`src/rtl/bimodal_branch_predictor_if.sv`:
```
// Fetch-side lookup, execute-side training and table-clear signals of the bimodal predictor.
interface bimodal_branch_predictor_if;
  logic        is_branch;
  logic        is_rv32c;
  logic [31:0] current_pc;
  logic [12:0] imm_sb;
  logic        predict_taken;
  logic [31:0] target_addr;
  logic        pred_hit;
  logic        update_valid;
  logic [31:0] update_pc;
  logic        update_taken;
  logic        clear_req;
  logic        clear_busy;

  modport master (
    output is_branch, is_rv32c, current_pc, imm_sb,
    output update_valid, update_pc, update_taken, clear_req,
    input  predict_taken, target_addr, pred_hit, clear_busy
  );

  modport slave (
    input  is_branch, is_rv32c, current_pc, imm_sb,
    input  update_valid, update_pc, update_taken, clear_req,
    output predict_taken, target_addr, pred_hit, clear_busy
  );
endinterface

```
`src/rtl/bimodal_branch_predictor.sv`:
```
// Bimodal branch predictor: tagged saturating-counter table with a static
// backward-taken fallback on misses and a one-entry-per-cycle clear sweep.
module bimodal_branch_predictor #(
  parameter int NENTRIES = 64,
  parameter int CTR_BITS = 2,
  parameter int TAG_BITS = 8
) (
  input logic                     clk,
  input logic                     rst,
  bimodal_branch_predictor_if.slave bp
);
  localparam int IDX = $clog2(NENTRIES);
  localparam logic [CTR_BITS-1:0] WT   = CTR_BITS'(2 ** (CTR_BITS - 1));
  localparam logic [CTR_BITS-1:0] WNT  = CTR_BITS'(2 ** (CTR_BITS - 1) - 1);
  localparam logic [CTR_BITS-1:0] MAX  = '1;
  localparam logic [CTR_BITS-1:0] ZERO = '0;
  localparam logic [IDX-1:0]      LAST = IDX'(NENTRIES - 1);

  localparam logic [1:0] IDLE  = 2'd0;
  localparam logic [1:0] CLEAR = 2'd1;

  logic [1:0]                         state;
  logic [IDX-1:0]                     ptr;
  logic [NENTRIES-1:0]                valid_mem;
  logic [NENTRIES-1:0][TAG_BITS-1:0]  tag_mem;
  logic [NENTRIES-1:0][CTR_BITS-1:0]  ctr_mem;

  logic [IDX-1:0]      look_idx;
  logic [TAG_BITS-1:0] look_tag;
  logic                look_hit;
  logic [IDX-1:0]      upd_idx;
  logic [TAG_BITS-1:0] upd_tag;
  logic                upd_hit;
  logic [CTR_BITS-1:0] upd_ctr;
  logic [31:0]         branch_offset;
  logic                unused_pc_bits;

  assign look_idx = bp.current_pc[IDX:1];
  assign look_tag = bp.current_pc[IDX+TAG_BITS:IDX+1];
  assign upd_idx  = bp.update_pc[IDX:1];
  assign upd_tag  = bp.update_pc[IDX+TAG_BITS:IDX+1];
  assign upd_ctr  = ctr_mem[upd_idx];
  assign unused_pc_bits = ^{bp.update_pc[0], bp.update_pc[31:IDX+TAG_BITS+1]};

  // Fetch-side lookup and next-PC selection; the table is bypassed during a sweep.
  always_comb begin
    look_hit         = (state == IDLE) && valid_mem[look_idx] && (tag_mem[look_idx] == look_tag);
    branch_offset    = {{19{bp.imm_sb[12]}}, bp.imm_sb};
    bp.pred_hit      = bp.is_branch && look_hit;
    bp.predict_taken = bp.is_branch &&
                       (look_hit ? ctr_mem[look_idx][CTR_BITS-1] : bp.imm_sb[12]);
    if (bp.predict_taken) begin
      bp.target_addr = bp.current_pc + branch_offset;
    end else begin
      bp.target_addr = bp.current_pc + (bp.is_rv32c ? 32'd2 : 32'd4);
    end
    bp.clear_busy    = (state == CLEAR);
  end

  assign upd_hit = valid_mem[upd_idx] && (tag_mem[upd_idx] == upd_tag);

  // Table training in IDLE, invalidation sweep in CLEAR; a clear request beats a same-cycle update.
  always_ff @(posedge clk or posedge rst) begin
    if (rst) begin
      state     <= IDLE;
      ptr       <= '0;
      valid_mem <= '0;
      tag_mem   <= '0;
      ctr_mem   <= {NENTRIES{WNT}};
    end else begin
      case (state)
        IDLE: begin
          if (bp.clear_req) begin
            state <= CLEAR;
            ptr   <= '0;
          end else if (bp.update_valid) begin
            if (upd_hit) begin
              if (bp.update_taken && upd_ctr != MAX) begin
                ctr_mem[upd_idx] <= upd_ctr + 1'b1;
              end else if (!bp.update_taken && upd_ctr != ZERO) begin
                ctr_mem[upd_idx] <= upd_ctr - 1'b1;
              end
            end else begin
              valid_mem[upd_idx] <= 1'b1;
              tag_mem[upd_idx]   <= upd_tag;
              ctr_mem[upd_idx]   <= bp.update_taken ? WT : WNT;
            end
          end
        end
        CLEAR: begin
          valid_mem[ptr] <= 1'b0;
          ctr_mem[ptr]   <= WNT;
          if (bp.clear_req) begin
            ptr <= '0;
          end else if (ptr == LAST) begin
            ptr   <= '0;
            state <= IDLE;
          end else begin
            ptr <= ptr + 1'b1;
          end
        end
        default: begin
          state <= IDLE;
          ptr   <= '0;
        end
      endcase
    end
  end
endmodule

```
`src/flat_wrapper.sv`:
```
// flat-port wrapper written by rule: the top's interface ports become plain ports
module bimodal_branch_predictor_flat 
#(
  parameter int NENTRIES = 64,
  parameter int CTR_BITS = 2,
  parameter int TAG_BITS = 8
)
  (clk, rst, bp_is_branch, bp_is_rv32c, bp_current_pc, bp_imm_sb, bp_update_valid, bp_update_pc, bp_update_taken, bp_clear_req, bp_predict_taken, bp_target_addr, bp_pred_hit, bp_clear_busy);
  bimodal_branch_predictor_if bp_i ();
  input logic clk;
  input logic rst;
  input wire logic [$bits(bp_i.is_branch)-1:0] bp_is_branch;
  input wire logic [$bits(bp_i.is_rv32c)-1:0] bp_is_rv32c;
  input wire logic [$bits(bp_i.current_pc)-1:0] bp_current_pc;
  input wire logic [$bits(bp_i.imm_sb)-1:0] bp_imm_sb;
  input wire logic [$bits(bp_i.update_valid)-1:0] bp_update_valid;
  input wire logic [$bits(bp_i.update_pc)-1:0] bp_update_pc;
  input wire logic [$bits(bp_i.update_taken)-1:0] bp_update_taken;
  input wire logic [$bits(bp_i.clear_req)-1:0] bp_clear_req;
  output wire logic [$bits(bp_i.predict_taken)-1:0] bp_predict_taken;
  output wire logic [$bits(bp_i.target_addr)-1:0] bp_target_addr;
  output wire logic [$bits(bp_i.pred_hit)-1:0] bp_pred_hit;
  output wire logic [$bits(bp_i.clear_busy)-1:0] bp_clear_busy;
  assign bp_i.is_branch = bp_is_branch;
  assign bp_i.is_rv32c = bp_is_rv32c;
  assign bp_i.current_pc = bp_current_pc;
  assign bp_i.imm_sb = bp_imm_sb;
  assign bp_i.update_valid = bp_update_valid;
  assign bp_i.update_pc = bp_update_pc;
  assign bp_i.update_taken = bp_update_taken;
  assign bp_i.clear_req = bp_clear_req;
  assign bp_predict_taken = bp_i.predict_taken;
  assign bp_target_addr = bp_i.target_addr;
  assign bp_pred_hit = bp_i.pred_hit;
  assign bp_clear_busy = bp_i.clear_busy;
  bimodal_branch_predictor #(.NENTRIES(NENTRIES), .CTR_BITS(CTR_BITS), .TAG_BITS(TAG_BITS)) u_core (.clk(clk), .rst(rst), .bp(bp_i));
endmodule
```
`config.mk`:
```
export PLATFORM = sky130hd
export DESIGN_NAME = bimodal_branch_predictor_flat
export DESIGN_NICKNAME = d
export VERILOG_FILES = /design/src/rtl/bimodal_branch_predictor_if.sv /design/src/rtl/bimodal_branch_predictor.sv /design/src/flat_wrapper.sv
export SDC_FILE = /design/constraint.sdc
export NUM_CORES = 2
export LEC_CHECK = 0
export BUFFER_PORTS_ARGS = -buffer_cell sky130_fd_sc_hd__clkbuf_2
export CAP_MARGIN = 10
export CORE_UTILIZATION = 45
export CTS_CLUSTER_SIZE = 24
export DETAILED_ROUTE_END_ITERATION = 10
export SKIP_CTS_REPAIR_TIMING = 1
export SLEW_MARGIN = 40
export SYNTH_ARGS = -nofsm -noshare
export SYNTH_HDL_FRONTEND = slang
export SYNTH_SLANG_ARGS = --single-unit
```
`constraint.sdc`:
```
create_clock -name clk -period 73 [get_ports clk]
set_clock_uncertainty 0.1 [all_clocks]
set_input_delay 14.6 -clock clk [delete_from_list [all_inputs] [get_ports clk]]
set_output_delay 14.6 -clock clk [all_outputs]
set_load 0.03 [all_outputs]
```
==> key figures <==
Layout
  – Proportion of layout cells with a drive suffix above 1: between 30 and 40%
  – Final cell utilization of the core: between 50% and 60%
  – Count of nets after finishing: 3,572
  – Number of filler instances in the final layout: ~8,000
  – P&R area growth vs syn: 11.95%

Logic synthesis
  – Avg Cell Area, Syn: roughly 12 µm²
  – Flip-flop and latch count after synthesis: 711
  – Yosys synthesis warning count: 0
  – Cell area after synthesis: around 42,000 µm²
  – Post-synthesis sequential area ratio: 42.78%
  – Leading cell types by total area after synthesis: sky130_fd_sc_hd__dfrtp_1 (39%), sky130_fd_sc_hd__mux2_2 (15%), sky130_fd_sc_hd__mux4_2 (14%)
  – Yosys cell types: 82
  – Share of the synthesized area in the top cell type: between 30 and 40%
  – Primary flip-flop cell chosen by synthesis mapping: sky130_fd_sc_hd__dfrtp_1
  – Cells after Synth: between 3,000 and 4,000
  – Post-synth EDFFs: 0
  – Leading area contributor after synthesis: sky130_fd_sc_hd__dfrtp_1
  – Net count after synthesis: 3,562
  – Fraction of registers with async set/reset: between 90% and 100%

Critical path
  – Startpoint kind of the worst setup timing path: input port
  – R2R setup slack: between 60 and 70 ns
  – Maximum cell stage delay along the critical path: around 0.63 ns
  – Cell seen most often among critical-path stages: sky130_fd_sc_hd__o21ai_0
  – Critical path data required time: roughly 58 ns
  – Worst endpoint data arrival time: about 23 ns
  – Endpoint class of the critical path: primary output
  – Slowest-stage cell, CP: sky130_fd_sc_hd__buf_4
  – Maximum fanout along the worst path: 32
  – Critical path class: input port to primary output

Die
  – Rows: about 110
  – Total die area: approximately 94,000 µm²
  – Initial core utilization: between 40% and 50%
  – Core Region: roughly 92,000 µm²
  – Die boundary width: about 310 µm
  – Die outline height: a little over 300 µm
  – Top Ports: 119

Power and ir drop
  – Worst vdd rail ir drop: 0.01630 mV
  – Leakage power: slightly above 0.02 µW
  – Cell internal power dissipation: between 600 and 700 µW
  – Clock power frac: 46.8%
  – P_sw: approximately 250 µW
  – Sequential cell fraction of total power: 42.7%
  – Logic pwr share: around a tenth
  – Switching share of power: between 20% and 30%
  – Power per Cell Area: ~20 nW/µm²

Clock tree
  – Clock sinks: 711
  – Maximum clock insertion buffer count: 3
  – Clock-pin slew of the registers on the worst-case setup and hold paths: 0.06 ns
  – H-tree depth reported by CTS: 3
  – CTS Buf Count: around 80
  – CTS Root Buffer Type: sky130_fd_sc_hd__clkbuf_16
  – Clock latency reported for the late side of the worst-skew pair: just under 0.7 ns
  – CTS tree: done

Placed design
  – Count of buffers from port buffering: 100
  – Gpl congestion: 0.9434
  – Total half-perimeter wirelength after legalization and detailed placement: just over 100,000 µm

STA
  – Final critical path time including I/O delays and setup: roughly 38 ns
  – Transition time at the pin with the least slew margin: around 1 ns
  – Slew Viols, Final: 0
  – Fmax: about 27 MHz
  – Final total negative setup slack: 0 ns
  – Endpoints failing setup: 0
  – Setup repair after global routing missed its margin: no
  – Count of final hold-check violations: 0
  – Final period utilization: 51.56%
  – Relative slew margins: 32.47%
  – Worst hold-check slack: approximately 0.40 ns

GRT
  – Overflow after GRT: 0
  – Global-route wire length before repair: approximately 230,000 µm
  – Met3 track demand over resource in global routing: under 10%
  – Total Routing Usage GR: about a third
  – Met1 Track Usage GR: approximately 47%
  – Met2 Usage GRT: between 40 and 50%
  – Busiest grt layer: met2
  – Largest net degree at the start of global routing: 100
  – Initial antenna violation count: 5
  – Number of global-route vias before repair: 31,705

Detailed routing
  – Average wire per standard cell: between 30 and 40 µm
  – DRC viols: 0
  – Final WL: approximately 160,000 µm
  – Number of nets with antenna violations after routing: 0
  – DRC marker count from the first detailed-route iteration: 4,359
  – Routed vias: 32,955
  – Pre-antenna DRT Iters: 5
  – Ratio of routed vias to standard cells: roughly 6.9

Hold path
  – Class of the most critical hold timing path: flop to flop

Run status
  – Status: finished clean

Run
  – Max-cap viol count: 0
==> per-stage QoR <==
step	instance area, µm²	setup slack (ns)	instances	total power, µW
detailed placement	43880	35.32	4612	503.7
CTS	46720	35.30	4759	939.8
floorplan	41780	37.43	3443	468.2
finish	46770	35.36	4762	938.7
global route	46770	34.65	4761	960.9
global placement	43650	34.96	4607	502.7
==> synth_stat cells, drive strengths merged (18+ instances only) <==
cell type / count
a31oi: 46
nand3: 37
mux2i: 101
buf: 108
dfrtp: 647
o22a: 69
and2: 26
inv: 35
a22oi: 60
dfstp: 64
nor2b: 28
ha: 34
nand2b: 22
a221o: 68
o2bb2ai: 19
nor3: 67
xnor2: 33
a211oi: 21
nor2: 253
a221oi: 59
mux4: 255
mux2: 557
nand2: 170
o31ai: 18
o22ai: 41
clkbuf: 202
o21ai: 110
a22o: 48
a21oi: 71
==> state kept, by name (all words and copies together), names as in the netlist <==
signal,flops
u_core.ptr,6
u_core.state,1
u_core.tag_mem,512
u_core.ctr_mem,128
u_core.valid_mem,64
==> path summary, 6_finish.rpt <==
| check | startpoint | to | depth (start not counted) |
|---|---|---|---|
| setup / recovery | bp_current_pc[1] | bp_target_addr[30] | 29 |
| hold / removal | u_core.ctr_mem[100] | u_core.ctr_mem[100] | 2 |
| setup reg to reg | u_core.tag_mem[498] | u_core.ctr_mem[109] | 11 |
| hold reg to reg | u_core.ctr_mem[100] | u_core.ctr_mem[100] | 2 |
| max in group asynchronous | rst | u_core.tag_mem[355] | 5 |
| min in group asynchronous | rst | u_core.tag_mem[507] | 2 |
==> critical path: cells and delay by family <==
family                   cells  cell delay, ns
buffers and inverters        5            1.89
multiplexers                 4            1.85
AO/OA/AOI/OAI                9            1.85
AND/OR/NAND/NOR              7            1.76
adder cells (fa/ha/maj)      2            0.63
XOR/XNOR                     2            0.26
==> placed cells by master, fill, tap and decap left out, types with 40 or more instances in the layout <==
cell | netlist | routed
sky130_fd_sc_hd__dfrtp_1 | 647 | 646
sky130_fd_sc_hd__mux4_2 | 255 | 255
sky130_fd_sc_hd__a31oi_1 | 46 | 46
sky130_fd_sc_hd__clkbuf_16 | 0 | 81
sky130_fd_sc_hd__o22a_1 | 69 | 69
sky130_fd_sc_hd__a22oi_1 | 60 | 60
sky130_fd_sc_hd__a221o_1 | 68 | 68
sky130_fd_sc_hd__mux2i_1 | 101 | 101
sky130_fd_sc_hd__buf_4 | 15 | 121
sky130_fd_sc_hd__mux2_2 | 555 | 555
sky130_fd_sc_hd__a21oi_1 | 70 | 69
sky130_fd_sc_hd__a221oi_1 | 59 | 59
sky130_fd_sc_hd__o21ai_0 | 107 | 107
sky130_fd_sc_hd__nor3_1 | 52 | 49
sky130_fd_sc_hd__clkbuf_2 | 0 | 94
sky130_fd_sc_hd__a22o_1 | 48 | 48
sky130_fd_sc_hd__nor2_1 | 253 | 236
sky130_fd_sc_hd__dfstp_2 | 64 | 64
sky130_fd_sc_hd__o22ai_1 | 41 | 40
sky130_fd_sc_hd__nand2_1 | 169 | 168
==> final cells by class <==
type | count | area (µm²) | share of cell area, %
Antenna cell | 2 | 5.005 | 0.01070
Multi-Input combinational cell | 2387 | 22650 | 48.43
Clock buffer | 115 | 2385 | 5.099
Timing Repair Buffer | 237 | 1705 | 3.646
Sequential cell | 711 | 17880 | 38.22
Tap cell | 1243 | 1555 | 3.325
Inverter | 35 | 138.9 | 0.2969
Clock inverter | 32 | 454.2 | 0.9711
==> power by group through the flow <==
stage | Clock, µW | Sequential [µW] | Combinational, µW
2_1_floorplan | 0 | 407 | 60.8
3_3_place_gp | 0 | 408 | 94.8
3_5_place_dp | 0 | 408 | 95.7
4_1_cts | 443 | 401 | 96.0
5_1_grt | 457 | 401 | 102
6_report | 440 | 401 | 98.1
==> routing by layer <==
layer  vias to the layer above  part of all wire (%)
met2                      2142                    44
met1                     17034                    39
met4                         8                   5.1
met5                         -                 0.037
li1                      13309                     -
met3                       462                    12
==> cell families (layout without fill, tap and decap cells) <==
logic type / after synthesis / count (layout) / synth area share, %
AOI/OAI and AO/OA: 718 / 718 / 12.78
xor gates and xnor gates: 49 / 49 / 1.027
adders and majority gates: 35 / 35 / 1.066
buffers and inverters: 345 / 419 / 3.558
DFF: 711 / 711 / 42.78
muxes: 913 / 913 / 31.18
other: 0 / 2 / 0
and+or+nand+nor: 672 / 672 / 7.610
No activity file was read; power rests on OpenSTA's default activity.
